--- config.mk ---
export PLATFORM = sky130hd
export DESIGN_NAME = clint_timer
export DESIGN_NICKNAME = d
export VERILOG_FILES = /design/src/rtl/clint_timer.sv
export SDC_FILE = /design/constraint.sdc
export NUM_CORES = 1
export LEC_CHECK = 0
export ABC_AREA = 1
export BUFFER_PORTS_ARGS = -buffer_cell sky130_fd_sc_hd__clkbuf_2
export CAP_MARGIN = 30
export CORE_MARGIN = 2
export CORE_UTILIZATION = 61
export DETAILED_ROUTE_END_ITERATION = 8
export PLACE_DENSITY = 0.81
export SLEW_MARGIN = 20
export SYNTH_ARGS = -nofsm -noshare
export SYNTH_HDL_FRONTEND = slang
export SYNTH_SLANG_ARGS = --single-unit
--- constraint.sdc ---
create_clock -name clk -period 2.3 [get_ports clk]
set_clock_uncertainty 0.1 [all_clocks]
set_input_delay 0.46 -clock clk [delete_from_list [all_inputs] [get_ports clk]]
set_output_delay 0.46 -clock clk [all_outputs]
set_load 0.01 [all_outputs]
--- src/rtl/clint_timer.sv ---
// Core-local interruptor: 64-bit mtime/mtimecmp pair plus msip bit behind a
// single-cycle slave bus, driving the timer and software interrupt lines.
module clint_timer #(
  parameter int ADDR_WIDTH = 16,
  parameter int TICK_DIV   = 1
) (
  input  logic                  clk,
  input  logic                  rst_n,
  input  logic                  bus_req,
  input  logic                  bus_we,
  input  logic [ADDR_WIDTH-1:0] bus_addr,
  input  logic [31:0]           bus_wdata,
  output logic                  bus_rdy,
  output logic [31:0]           bus_rdata,
  output logic                  bus_err,
  output logic                  irq_timer,
  output logic                  irq_software
);

  localparam int PW = (TICK_DIV > 1) ? $clog2(TICK_DIV) : 1;
  localparam logic [PW-1:0] PRESC_MAX = PW'(TICK_DIV - 1);

  localparam logic [ADDR_WIDTH-1:0] A_MSIP   = ADDR_WIDTH'(16'h0000);
  localparam logic [ADDR_WIDTH-1:0] A_CMP_LO = ADDR_WIDTH'(16'h4000);
  localparam logic [ADDR_WIDTH-1:0] A_CMP_HI = ADDR_WIDTH'(16'h4004);
  localparam logic [ADDR_WIDTH-1:0] A_MT_LO  = ADDR_WIDTH'(16'hBFF8);
  localparam logic [ADDR_WIDTH-1:0] A_MT_HI  = ADDR_WIDTH'(16'hBFFC);

  logic [PW-1:0] presc_r;
  logic [63:0]   mtime_r;
  logic [63:0]   mtimecmp_r;
  logic          msip_r;
  logic          rdy_r;
  logic          err_r;
  logic [31:0]   rdata_r;
  logic          irq_timer_r;

  logic          tick_s;
  logic          hit_s;
  logic          wr_s;
  logic          sel_msip_s;
  logic          sel_cmp_lo_s;
  logic          sel_cmp_hi_s;
  logic          sel_mt_lo_s;
  logic          sel_mt_hi_s;
  logic [31:0]   rd_val_s;

  assign tick_s = (presc_r == PRESC_MAX);

  // Address decode and read mux; every mapped address is word aligned, so a
  // misaligned offset simply misses the map.
  always_comb begin
    sel_msip_s   = 1'b0;
    sel_cmp_lo_s = 1'b0;
    sel_cmp_hi_s = 1'b0;
    sel_mt_lo_s  = 1'b0;
    sel_mt_hi_s  = 1'b0;
    rd_val_s     = 32'h0000_0000;
    case (bus_addr)
      A_MSIP: begin
        sel_msip_s = 1'b1;
        rd_val_s   = {31'h0000_0000, msip_r};
      end
      A_CMP_LO: begin
        sel_cmp_lo_s = 1'b1;
        rd_val_s     = mtimecmp_r[31:0];
      end
      A_CMP_HI: begin
        sel_cmp_hi_s = 1'b1;
        rd_val_s     = mtimecmp_r[63:32];
      end
      A_MT_LO: begin
        sel_mt_lo_s = 1'b1;
        rd_val_s    = mtime_r[31:0];
      end
      A_MT_HI: begin
        sel_mt_hi_s = 1'b1;
        rd_val_s    = mtime_r[63:32];
      end
      default: begin
        rd_val_s = 32'h0000_0000;
      end
    endcase
  end

  assign hit_s = sel_msip_s | sel_cmp_lo_s | sel_cmp_hi_s | sel_mt_lo_s | sel_mt_hi_s;
  assign wr_s  = bus_req & bus_we & hit_s;

  // Free-running prescaler; bus traffic never disturbs its phase.
  always_ff @(posedge clk or negedge rst_n) begin
    if (!rst_n) begin
      presc_r <= '0;
    end else if (tick_s) begin
      presc_r <= '0;
    end else begin
      presc_r <= presc_r + PW'(1'b1);
    end
  end

  // mtime: a bus write to either half overrides (and swallows) a tick.
  always_ff @(posedge clk or negedge rst_n) begin
    if (!rst_n) begin
      mtime_r <= 64'h0000_0000_0000_0000;
    end else if (wr_s && sel_mt_lo_s) begin
      mtime_r <= {mtime_r[63:32], bus_wdata};
    end else if (wr_s && sel_mt_hi_s) begin
      mtime_r <= {bus_wdata, mtime_r[31:0]};
    end else if (tick_s) begin
      mtime_r <= mtime_r + 64'd1;
    end
  end

  // Compare register and software interrupt bit.
  always_ff @(posedge clk or negedge rst_n) begin
    if (!rst_n) begin
      mtimecmp_r <= 64'hFFFF_FFFF_FFFF_FFFF;
      msip_r     <= 1'b0;
    end else begin
      if (wr_s && sel_cmp_lo_s) mtimecmp_r[31:0]  <= bus_wdata;
      if (wr_s && sel_cmp_hi_s) mtimecmp_r[63:32] <= bus_wdata;
      if (wr_s && sel_msip_s)   msip_r            <= bus_wdata[0];
    end
  end

  // Timer interrupt compares the current registers, so it trails them by a cycle.
  always_ff @(posedge clk or negedge rst_n) begin
    if (!rst_n) begin
      irq_timer_r <= 1'b0;
    end else begin
      irq_timer_r <= (mtime_r >= mtimecmp_r);
    end
  end

  // Bus response, one cycle after the request.
  always_ff @(posedge clk or negedge rst_n) begin
    if (!rst_n) begin
      rdy_r   <= 1'b0;
      err_r   <= 1'b0;
      rdata_r <= 32'h0000_0000;
    end else begin
      rdy_r   <= bus_req;
      err_r   <= bus_req & ~hit_s;
      rdata_r <= (bus_req && !bus_we && hit_s) ? rd_val_s : 32'h0000_0000;
    end
  end

  assign bus_rdy      = rdy_r;
  assign bus_err      = err_r;
  assign bus_rdata    = rdata_r;
  assign irq_timer    = irq_timer_r;
  assign irq_software = msip_r;

endmodule
==> results of run 1 <==
## power by group through the flow
stage          registers (W)  logic [W]  clock network [W]
6_report             0.00297   0.000428            0.00302
3_3_place_gp         0.00301   0.000396                  0
2_1_floorplan        0.00301   0.000176                  0
4_1_cts              0.00297   0.000415            0.00302
3_5_place_dp         0.00302   0.000410                  0
5_1_grt              0.00297   0.000469            0.00311
## synth_stat cells (4+ instances only)
master | instances | area share [%]
nand2_1 | 500 | 17
nor2_1 | 244 | 8.1
inv_1 | 153 | 5.1
dfrtp_1 | 100 | 22
nand3_1 | 88 | 3.9
nand4_1 | 88 | 4.9
a21oi_1 | 70 | 3.1
ha_1 | 65 | 7.2
dfstp_2 | 64 | 15
o22ai_1 | 38 | 2.1
xor2_1 | 32 | 2.5
o21ai_0 | 28 | 1.2
buf_2 | 26 | 1.2
o211ai_1 | 17 | 1.1
clkbuf_1 | 16 | 0.53
inv_2 | 11 | 0.37
buf_4 | 10 | 0.67
nor3_1 | 9 | 0.40
o21ai_1 | 9 | 0.40
buf_1 | 6 | 0.20
nand3_2 | 6 | 0.53
nor2_2 | 6 | 0.33
xnor2_1 | 5 | 0.39
nand2_2 | 4 | 0.22
## per-stage QoR
| step | total power [W] | utilization (%) | instance area, um^2 | hold WS [ps] | worst slack [ps] |
|---|---|---|---|---|---|
| 2_1_floorplan | 0.00319 | - | 11200 | 64.4 | 487 |
| 3_3_place_gp | 0.00341 | 67.6 | 12200 | 312 | 188 |
| 3_5_place_dp | 0.00343 | 67.6 | 12200 | 323 | 206 |
| 4_1_cts | 0.00641 | 71.0 | 12800 | 127 | 156 |
| 5_1_grt | 0.00656 | 71.0 | 12800 | 138 | 5.62 |
| 6_report | 0.00641 | 71.0 | 12800 | 132 | 50.9 |
## how the worst min path moves through the flow
| stage | end | cells after the start |
|---|---|---|
| 2_1_floorplan | bus_err | 0 |
| 3_3_place_gp | bus_rdata[11] | 1 |
| 3_5_place_dp | bus_rdata[11] | 1 |
| 4_1_cts | bus_rdy | 1 |
| 5_1_grt | bus_rdy | 1 |
| 6_report | bus_rdy | 1 |
## sequential cells by signal (all words and copies together), names as in the netlist
signal,flops
bus_err,1
bus_rdata,32
bus_rdy,1
irq_software,1
irq_timer,1
mtime_r,64
mtimecmp_r,64
## kinds of logic after synthesis
kind of cell	share of synthesized area, %
AND/OR/NAND/NOR	36.1
XOR/XNOR	2.88
AO/OA/AOI/OAI	8.28
flip-flops	37.2
buffers and inverters	8.36
adder cells (fa/ha/maj)	7.23
## layer usage
layer / up-vias / wire (um)
met2: 753 / 18300
met1: 5560 / 15500
met4: 0 / 2310
met3: 174 / 4530
li1: 5466 / -
met5: - / 0
## cell type report
cell class | instances | area (um^2) | area share, %
clock inverter | 13 | 163 | 1.27
multi-input combinational | 1224 | 6120 | 47.8
timing repair buffer | 147 | 982 | 7.67
clock buffer | 19 | 443 | 3.46
tap | 229 | 287 | 2.24
sequential | 164 | 4180 | 32.7
inverter | 165 | 619 | 4.84
==> impl_metrics.csv, run 1 <==
group,metric,value,unit
outcome,status,"complete, no violations",
cells_and_area,diodes,0,
global_routing,gr-max-usage-layer,"met2",
synth,syn_area_per_cell,6.97,um^2
global_routing,met3_usage,10.0,%
worst_setup_path,worstSetupStartpointType,"flip-flop",
floorplanning,coreArea,18000,um^2
pwr,pwr-share-clk,47.0,%
global_routing,met1_usage,54.6,%
sta,setup_viol_count_final,0,
synth,synth_area,11200,um^2
cts,clk_latency,440,ps
sta,period_minus_slack,2250,ps
worst_setup_path,rr_worst_depth,8,
cts,cts_made_buffers,17,
cts,cts-resized-gates,0,
worst_setup_path,cp_cell_sequence,"inv_1 -> ha_1 -> nand4_1 -> nor3_1 -> nand2_1 -> nor3b_1 -> nand2_1 -> nand3_1",
worst_setup_path,path_class,"reg -> reg",
cts,cts_root_buf,"clkbuf_16",
floorplanning,ios,88,
cells_and_area,fin_cells,1961,
pwr,power_frac_comb,6.7,%
synth,syn_inst,1614,
cells_and_area,layout_commonest_cell,"nand2_1",
cells_and_area,mostFrequentLayoutCells,"500 x nand2_1, 244 x nor2_1, 152 x inv_1",
sta,finalCritPeriodShare,97.8,%
pwr,sequentialPowerShare,46.3,%
sta,finalHoldViolations,0,
placement,io_buffers,87,
synth,synth_top_flop_cell,"dfrtp_1",
floorplanning,rows,49,
pwr,switching_share,26.2,%
sta,maxSlewViolCount,0,
floorplanning,die_w,140,um
cells_and_area,drive_gt1_share,15.8,%
worst_setup_path,cpMostUsedCell,"nand2_1",
pwr,p_per_area,501,nW/um^2
route,vias_per_cell,6.10,
route,vias,12000,
synth,synth-seq-cells,164,
synth,synth.distinct_cells,35,
sta,relSlewSlack,64.4,%
run,maxCapViolCount,0,
worst_setup_path,crit_slowest_cell,"dfstp_2",
worst_setup_path,path_buf_inv,1,
cts,cts.path.max_buffers,2,
synth,yosysWarnings,0,
floorplanning,start_util,62.4,%
global_routing,first_global_vias,11800,
placement,place.gp.congestion,1.08,
cts,path_clk_slew,60,ps
sta,max_freq,445,MHz
cts,cts_hold_buf,1,
synth,ys_async_sr_fraction,100,%
cts,cts_tree,"yes",
cells_and_area,num-fill-cells,1515,
pwr,ir_drop,0.000944,V
worst_setup_path,cp.depth,8,
sta,max_slew.worst_pin.slew,530,ps
synth,synth_seq_area_share,37.2,%
worst_setup_path,r2r_slack,50,ps
sta,setup_tns,0,ps
global_routing,grtUsageMet2,67.2,%
floorplanning,die_area,19500,um^2
route,routed_wl,40.6,mm
pwr,leakage,5.75,nW
placement,place_inst,1928,
cells_and_area,nNetsFinal,1836,
sta,rsz0062_at_grt,"no",
worst_setup_path,cp-startpoint,"mtimecmp_r[63]",
worst_setup_path,critPathTopFamily,"simple AND/OR/NAND/NOR gates",
synth,synth_edf_count,0,
pwr,internal_power,0.00473,W
placement,dp_hpwl,29.7,mm
cts,cts_sinks,164,
worst_setup_path,arrival,2520,ps
route,drt_iter0_markers,1200,
global_routing,grt-ovfl-total,0,
worst_setup_path,endpoint_kind,"flip-flop",
worst_setup_path,critPathCapture,"irq_timer",
floorplanning,die_h,140,um
global_routing,antenna_found_initial,0,
global_routing,track_usage,42.4,%
route,drtPass1Iterations,8,
worst_setup_path,cpPeakStageDelay,550,ps
worst_hold_path,hp-start,"bus_req",
global_routing,grt_pass1_wl,64.2,mm
worst_setup_path,cp.required,2570,ps
cts,h-tree-depth,4,
cells_and_area,areaGrowthSynthToFinish,13.8,%
worst_setup_path,reg2reg_to,"irq_timer",
cts,cts_setup_buffers,0,
route,drc,0,
worst_setup_path,path_max_fanout,3,
worst_hold_path,min_path_type,"in -> reg",
pwr,power.switching,0.00168,W
worst_setup_path,reg2reg_from,"mtimecmp_r[63]",
synth,synth_fp_nets,1731,
route,detail_route.wl_per_cell,20.7,um
route,ant_nets,0,
global_routing,grt_max_degree,61,
No activity file was read; power rests on OpenSTA's default activity.
==> run 2: changes to the inputs <==
--- a/config.mk
+++ b/config.mk
@@ -5,7 +5,6 @@
 export SDC_FILE = /design/constraint.sdc
 export NUM_CORES = 1
 export LEC_CHECK = 0
-export ABC_AREA = 1
 export BUFFER_PORTS_ARGS = -buffer_cell sky130_fd_sc_hd__clkbuf_2
 export CAP_MARGIN = 30
 export CORE_MARGIN = 2
==> run 2 against run 1 <==
The run now ends with setup timing left; utilization rose by 9.9 points; sequential power barely moved; synthesized cell count fell by 32%; clock power rose by 4%; global-route usage fell by 2.7 points; maximum frequency fell by 7.3%; worst setup slack got worse by 180 ps; cell count fell by 21%; non-clock buffer count rose by 110; highest routed layer unchanged.
==> impl_metrics.csv, run 2 <==
group,metric,value,unit
route,drc,0,
sta,max_freq,412,MHz
cts,cts_root_buf,"clkbuf_16",
global_routing,first_global_vias,10400,
synth,synth_edf_count,0,
cts,clk_latency,450,ps
pwr,internal_power,0.00502,W
worst_setup_path,path_max_fanout,2,
worst_hold_path,min_path_type,"in -> reg",
floorplanning,ios,88,
cells_and_area,num-fill-cells,991,
sta,maxSlewViolCount,0,
synth,synth_area,10000,um^2
worst_setup_path,arrival,2700,ps
synth,syn_inst,1099,
placement,dp_hpwl,23.9,mm
worst_setup_path,worstSetupStartpointType,"flip-flop",
placement,io_buffers,87,
global_routing,met3_usage,9.46,%
synth,synth_common_cells,"155 x nand2_1, 111 x o21ai_0, 100 x dfrtp_1",
placement,place.gp.congestion,0.988,
synth,synth.distinct_cells,69,
cts,cts_sinks,164,
cells_and_area,layout_commonest_cell,"nand2_1",
synth,synth-seq-cells,164,
sta,rsz0062_at_grt,"yes",
route,routed_wl,34.8,mm
synth,synth_seq_area_share,41.8,%
pwr,pwr-share-clk,47.1,%
worst_setup_path,cp_cell_sequence,"inv_1 -> ha_4 -> nand4_1 -> or3_4 -> or4_4 -> a211o_1 -> o21ai_2",
worst_setup_path,reg2reg_from,"mtimecmp_r[58]",
synth,synth_top_area_share,25.0,%
sta,fin_hold_ws,164,ps
worst_setup_path,critPathTopFamily,"simple AND/OR/NAND/NOR gates",
synth,syn_area_per_cell,9.10,um^2
worst_setup_path,path_buf_inv,1,
route,vias,10300,
route,detail_route.wl_per_cell,22.5,um
cells_and_area,mostFrequentLayoutCells,"155 x nand2_1, 153 x buf_4, 110 x o21ai_0",
sta,max_slew.worst_pin.slew,566,ps
global_routing,grt_max_degree,55,
worst_setup_path,r2r_slack,-130,ps
pwr,power_frac_comb,8.3,%
synth,yosys.area.top_type,"dfrtp_1",
synth,synth_fp_nets,1216,
worst_hold_path,min_to,"mtimecmp_r[3]",
floorplanning,die_w,132,um
cts,cts_made_buffers,17,
pwr,sequentialPowerShare,44.6,%
cells_and_area,diodes,0,
pwr,ir_drop,0.000577,V
worst_hold_path,hp-start,"bus_wdata[3]",
worst_hold_path,holdPathStages,3,
sta,setup_viol_count_final,2,
cts,cts_tree,"yes",
worst_setup_path,cpPeakStageDelay,530,ps
worst_setup_path,rr_worst_depth,7,
cts,path_clk_slew,70,ps
sta,setup_ws,-125,ps
route,drtPass1Iterations,7,
route,vias_per_cell,6.65,
worst_setup_path,reg2reg_to,"irq_timer",
cells_and_area,stdcell_area,12900,um^2
global_routing,grt_pass1_wl,54.4,mm
outcome,violations,"setup timing",
worst_setup_path,cp.required,2580,ps
cells_and_area,areaGrowthSynthToFinish,28.9,%
global_routing,gr-max-usage-layer,"met2",
floorplanning,die_area,17400,um^2
cts,h-tree-depth,4,
sta,finalHoldViolations,0,
floorplanning,start_util,62.8,%
route,ant_nets,0,
synth,ys_top_cells_by_area,"dfrtp_1 25%, dfstp_2 17%, ha_1 8.1%",
global_routing,track_usage,39.7,%
synth,ys_async_sr_fraction,100,%
worst_setup_path,endpoint_kind,"flip-flop",
run,maxCapViolCount,0,
worst_setup_path,path_class,"reg -> reg",
global_routing,grt-ovfl-total,0,
pwr,leakage,5.94,nW
synth,yosysWarnings,0,
cells_and_area,nNetsFinal,1438,
sta,period_minus_slack,2430,ps
global_routing,met1_usage,49.1,%
cells_and_area,seq_area,4190,um^2
global_routing,antenna_found_initial,0,
placement,place_area,11900,um^2
worst_setup_path,crit_slowest_cell,"dfstp_2",
floorplanning,coreArea,15900,um^2
synth,synth_top_flop_cell,"dfrtp_1",
global_routing,grtUsageMet2,65.5,%
sta,relSlewSlack,62.0,%
route,drt_iter0_markers,1612,
synth,synthMostInstantiatedCell,"nand2_1",
outcome,status,"finished, violations left",
pwr,switching_share,24.6,%
cells_and_area,drive_gt1_share,34.3,%
floorplanning,die_h,132,um
sta,finalCritPeriodShare,105,%
pwr,power.switching,0.00164,W
pwr,p_per_area,516,nW/um^2
cells_and_area,multi_input_area,5600,um^2
floorplanning,rows,46,
cts,cts.path.max_buffers,2,
## run 2: cell count changes in the layout (fill, tap and decap cells not counted), sizes merged, moves of 25 or more
cell,before,now
a222oi,0,32
buf,60,170
inv,171,79
mux2,0,27
nand2,505,155
nand3,95,43
nand4,88,37
nor2,253,76
nor4,2,27
o21ai,37,118
o22ai,38,8
## run 2: repair_timing
action / in CTS / in global routing
hold buffers: 1 / 0
endpoints found under the setup margin: 5 / 18
gates cloned: 0 / 1
endpoints found under the hold margin: 25 / 0
resized for setup: 21 / 27
setup buffers: 0 / 7
pin swaps: 5 / 9
## run 2: worst max path at each step
stage | start | end | cells past startpoint
after floorplan | mtimecmp_r[62] | irq_timer | 7
after global placement | mtimecmp_r[59] | irq_timer | 8
after detailed placement | mtimecmp_r[59] | irq_timer | 8
after CTS | mtimecmp_r[62] | irq_timer | 7
after global routing | mtime_r[45] | mtime_r[53] | 7
final | mtimecmp_r[58] | irq_timer | 7
## run 2: power groups by stage
stage | Combinational (W) | Sequential (W) | Clock, W
after floorplan | 0.000191 | 0.00303 | 0
after global placement | 0.000496 | 0.00301 | 0
after detailed placement | 0.000514 | 0.00301 | 0
after CTS | 0.000529 | 0.00297 | 0.00312
after global routing | 0.000583 | 0.00297 | 0.00325
final | 0.000551 | 0.00297 | 0.00313
## run 2: final cells by class
cell class	instances	share of cell area, %
clock buffers	21	3.57
flip-flops and latches	164	32.5
repair buffers	257	14.9
well taps	216	2.10
multi-input cells	805	43.4
inverters	76	2.21
clock inverters	11	1.34
## run 2: per-layer routing
metal / up-vias / wire (um)
met5: - / 0
met4: 0 / 1510
met3: 179 / 3680
met2: 753 / 16800
met1: 4894 / 12800
li1: 4480 / -
## run 2: cell families (layout without fill, tap and decap cells)
family | Yosys count | count (layout) | share of synthesized area (%)
xor+xnor | 21 | 21 | 1.84
simple gates | 409 | 410 | 21.4
buf+inv | 131 | 365 | 5.40
mux | 31 | 31 | 3.44
flops | 164 | 164 | 41.8
compound gates | 278 | 278 | 17.9
fa+ha+maj | 65 | 65 | 8.13
## run 2: through the flow
stage / total power, W / utilization (%) / std cells / TNS [ps] / setup WS, ps
after floorplan: 0.00322 / - / 1099 / 0 / 54.4
after global placement: 0.00351 / 74.7 / 1509 / -1190 / -642
after detailed placement: 0.00353 / 74.7 / 1509 / -1750 / -375
after CTS: 0.00662 / 79.6 / 1542 / -84.1 / -84.1
after global routing: 0.00680 / 80.9 / 1550 / -639 / -206
final: 0.00665 / 80.9 / 1550 / -209 / -125
## run 2: tightest hold or removal path, stage by stage
cell	delay [ps]
clkbuf_2	120
nand2_1	60
o21ai_0	70
==> run 3: changes to the inputs <==
--- a/config.mk
+++ b/config.mk
@@ -5,12 +5,14 @@
 export SDC_FILE = /design/constraint.sdc
 export NUM_CORES = 1
 export LEC_CHECK = 0
+export ABC_AREA = 1
 export BUFFER_PORTS_ARGS = -buffer_cell sky130_fd_sc_hd__clkbuf_2
 export CAP_MARGIN = 30
 export CORE_MARGIN = 2
-export CORE_UTILIZATION = 61
+export CORE_UTILIZATION = 63
+export CTS_BUF_LIST = sky130_fd_sc_hd__clkbuf_4
 export DETAILED_ROUTE_END_ITERATION = 8
-export PLACE_DENSITY = 0.81
+export PLACE_DENSITY = 0.83
 export SLEW_MARGIN = 20
 export SYNTH_ARGS = -nofsm -noshare
 export SYNTH_HDL_FRONTEND = slang
==> run 3 against run 2 <==
The flow now finishes without violations; critical path type unchanged; sequential power hardly changed; design area shrank 3.0%; clock power fell by 42%; combinational power down 28%.
==> impl_metrics.csv, run 3 (synthesized netlist as in run 1, its figures left out) <==
group,metric,value,unit
cts,cts.path.max_buffers,2,
cts,path_clk_slew,150,ps
cts,cts_tree,"yes",
outcome,status,"complete, no violations",
floorplanning,ios,88,
worst_hold_path,holdPathStages,3,
global_routing,grt_max_degree,52,
cts,cts_setup_buffers,0,
floorplanning,coreArea,17400,um^2
sta,maxSlewViolCount,0,
worst_setup_path,path_max_fanout,2,
cts,cts_made_buffers,17,
sta,setup_tns,0,ps
cts,clk_latency,580,ps
global_routing,track_usage,43.2,%
floorplanning,die_h,138,um
cts,cts_root_buf,"clkbuf_4",
pwr,p_per_area,413,nW/um^2
cells_and_area,post-route-util,72.1,%
worst_setup_path,cp.required,2710,ps
pwr,leakage,5.60,nW
global_routing,first_global_vias,11700,
cells_and_area,layout_commonest_cell,"nand2_1",
sta,finalCritPeriodShare,94.5,%
placement,io_buffers,87,
global_routing,grt-ovfl-total,0,
cts,cts_sinks,164,
global_routing,grt_pass1_wl,61.6,mm
worst_setup_path,rr_worst_depth,8,
sta,max_slew.worst_pin.slew,549,ps
sta,period_minus_slack,2170,ps
sta,rsz0062_at_grt,"no",
placement,place_inst,1922,
cells_and_area,fin_cells,1959,
sta,setup_ws,126,ps
route,routed_wl,39.2,mm
route,drtPass1Iterations,6,
route,detail_route.wl_per_cell,20.0,um
cells_and_area,drive_gt1_share,15.8,%
run,maxCapViolCount,0,
cells_and_area,areaGrowthSynthToFinish,11.2,%
worst_hold_path,min_path_type,"in -> reg",
route,vias_per_cell,6.04,
placement,place.gp.congestion,1.03,
route,vias,11800,
worst_setup_path,arrival,2590,ps
route,drt_iter0_markers,1330,
cts,h-tree-depth,4,
floorplanning,rows,48,
placement,dp_hpwl,29.6,mm
cells_and_area,mostFrequentLayoutCells,"500 x nand2_1, 243 x nor2_1, 152 x inv_1",
sta,max_freq,460,MHz
worst_setup_path,endpoint_kind,"flip-flop",
sta,finalHoldViolations,0,
placement,dp_slack,130,ps
pwr,ir_drop,0.000439,V
floorplanning,start_util,64.8,%
route,ant_nets,0,
sta,relSlewSlack,63.4,%
floorplanning,die_area,18900,um^2
cells_and_area,nNetsFinal,1837,
worst_setup_path,path_class,"reg -> reg",
worst_setup_path,worstSetupStartpointType,"flip-flop",
global_routing,antenna_found_initial,1,
route,drc,0,
floorplanning,die_w,138,um
sta,setup_viol_count_final,0,
[run 3: changes by cell type in the layout (fill, tap and decap cells not counted), sizes merged, moves of 18 or more]
cell,delta
nand2,+350
nor2,+177
buf,-112
inv,+89
o21ai,-81
nand3,+52
nand4,+51
a222oi,-32
o22ai,+30
mux2,-27
nor4,-25
xor2,+24
nor3,-21
a21oi,+18
[run 3: layout make-up]
type / count / area, um^2
clock buffers: 18 / 135
multi-input cells: 1224 / 6130
flip-flops and latches: 164 / 4180
fillers: 1417 / 4840
diodes: 1 / 2.50
well taps: 225 / 282
clock inverters: 14 / 150
inverters: 165 / 619
repair buffers: 148 / 1010
[run 3: repair_timing]
item                                    4_1_cts  5_1_grt
endpoints found under the setup margin        0        2
gates resized for setup                       0        2
endpoints found under the hold margin        34        0
hold buffers                                  4        0
[run 3: worst paths after layout]
kind                                     start        endpoint  slack (ps)
worst min-delay path             bus_wdata[24]  mtimecmp_r[24]          10
worst max register to register  mtimecmp_r[39]       irq_timer         130
min in group asynchronous                rst_n     mtime_r[42]         320
worst min register to register  mtimecmp_r[61]  mtimecmp_r[61]         370
max in group asynchronous                rst_n  mtimecmp_r[59]        1050
worst max-delay path            mtimecmp_r[39]       irq_timer         130
[run 3: per-layer routing]
metal	vias up	wire (um)	GRT usage, %
met5	-	0	0
met4	0	1870	22.5
met3	132	4400	12.1
met2	715	18100	69.2
met1	5512	14900	53.1
li1	5469	-	-
[run 3: critical path: stages (launching register included)]
cell and delay, ps:
dfstp_2 570, inv_1 70, ha_1 300, nand2_1 90
nor2_1 230, nand4_1 260, nor3b_1 320, nand2_1 80
nand3_1 90
[run 3: through the flow]
stage                     power (W)  hold WS (ps)  instance area (um^2)
after floorplan             0.00319          64.4                 11200
after global placement      0.00340           348                 12200
after detailed placement    0.00341           350                 12200
after CTS                   0.00517         0.518                 12500
after global routing        0.00533          15.1                 12500
final                       0.00517          14.4                 12500
[run 3: report_power, final]
group,leakage (nW),switching (W),internal (W)
registers,2.00,0.0000565,0.00292
clock network,0.140,0.00113,0.000664
logic,3.45,0.000258,0.000138
total,5.60,0.00145,0.00372
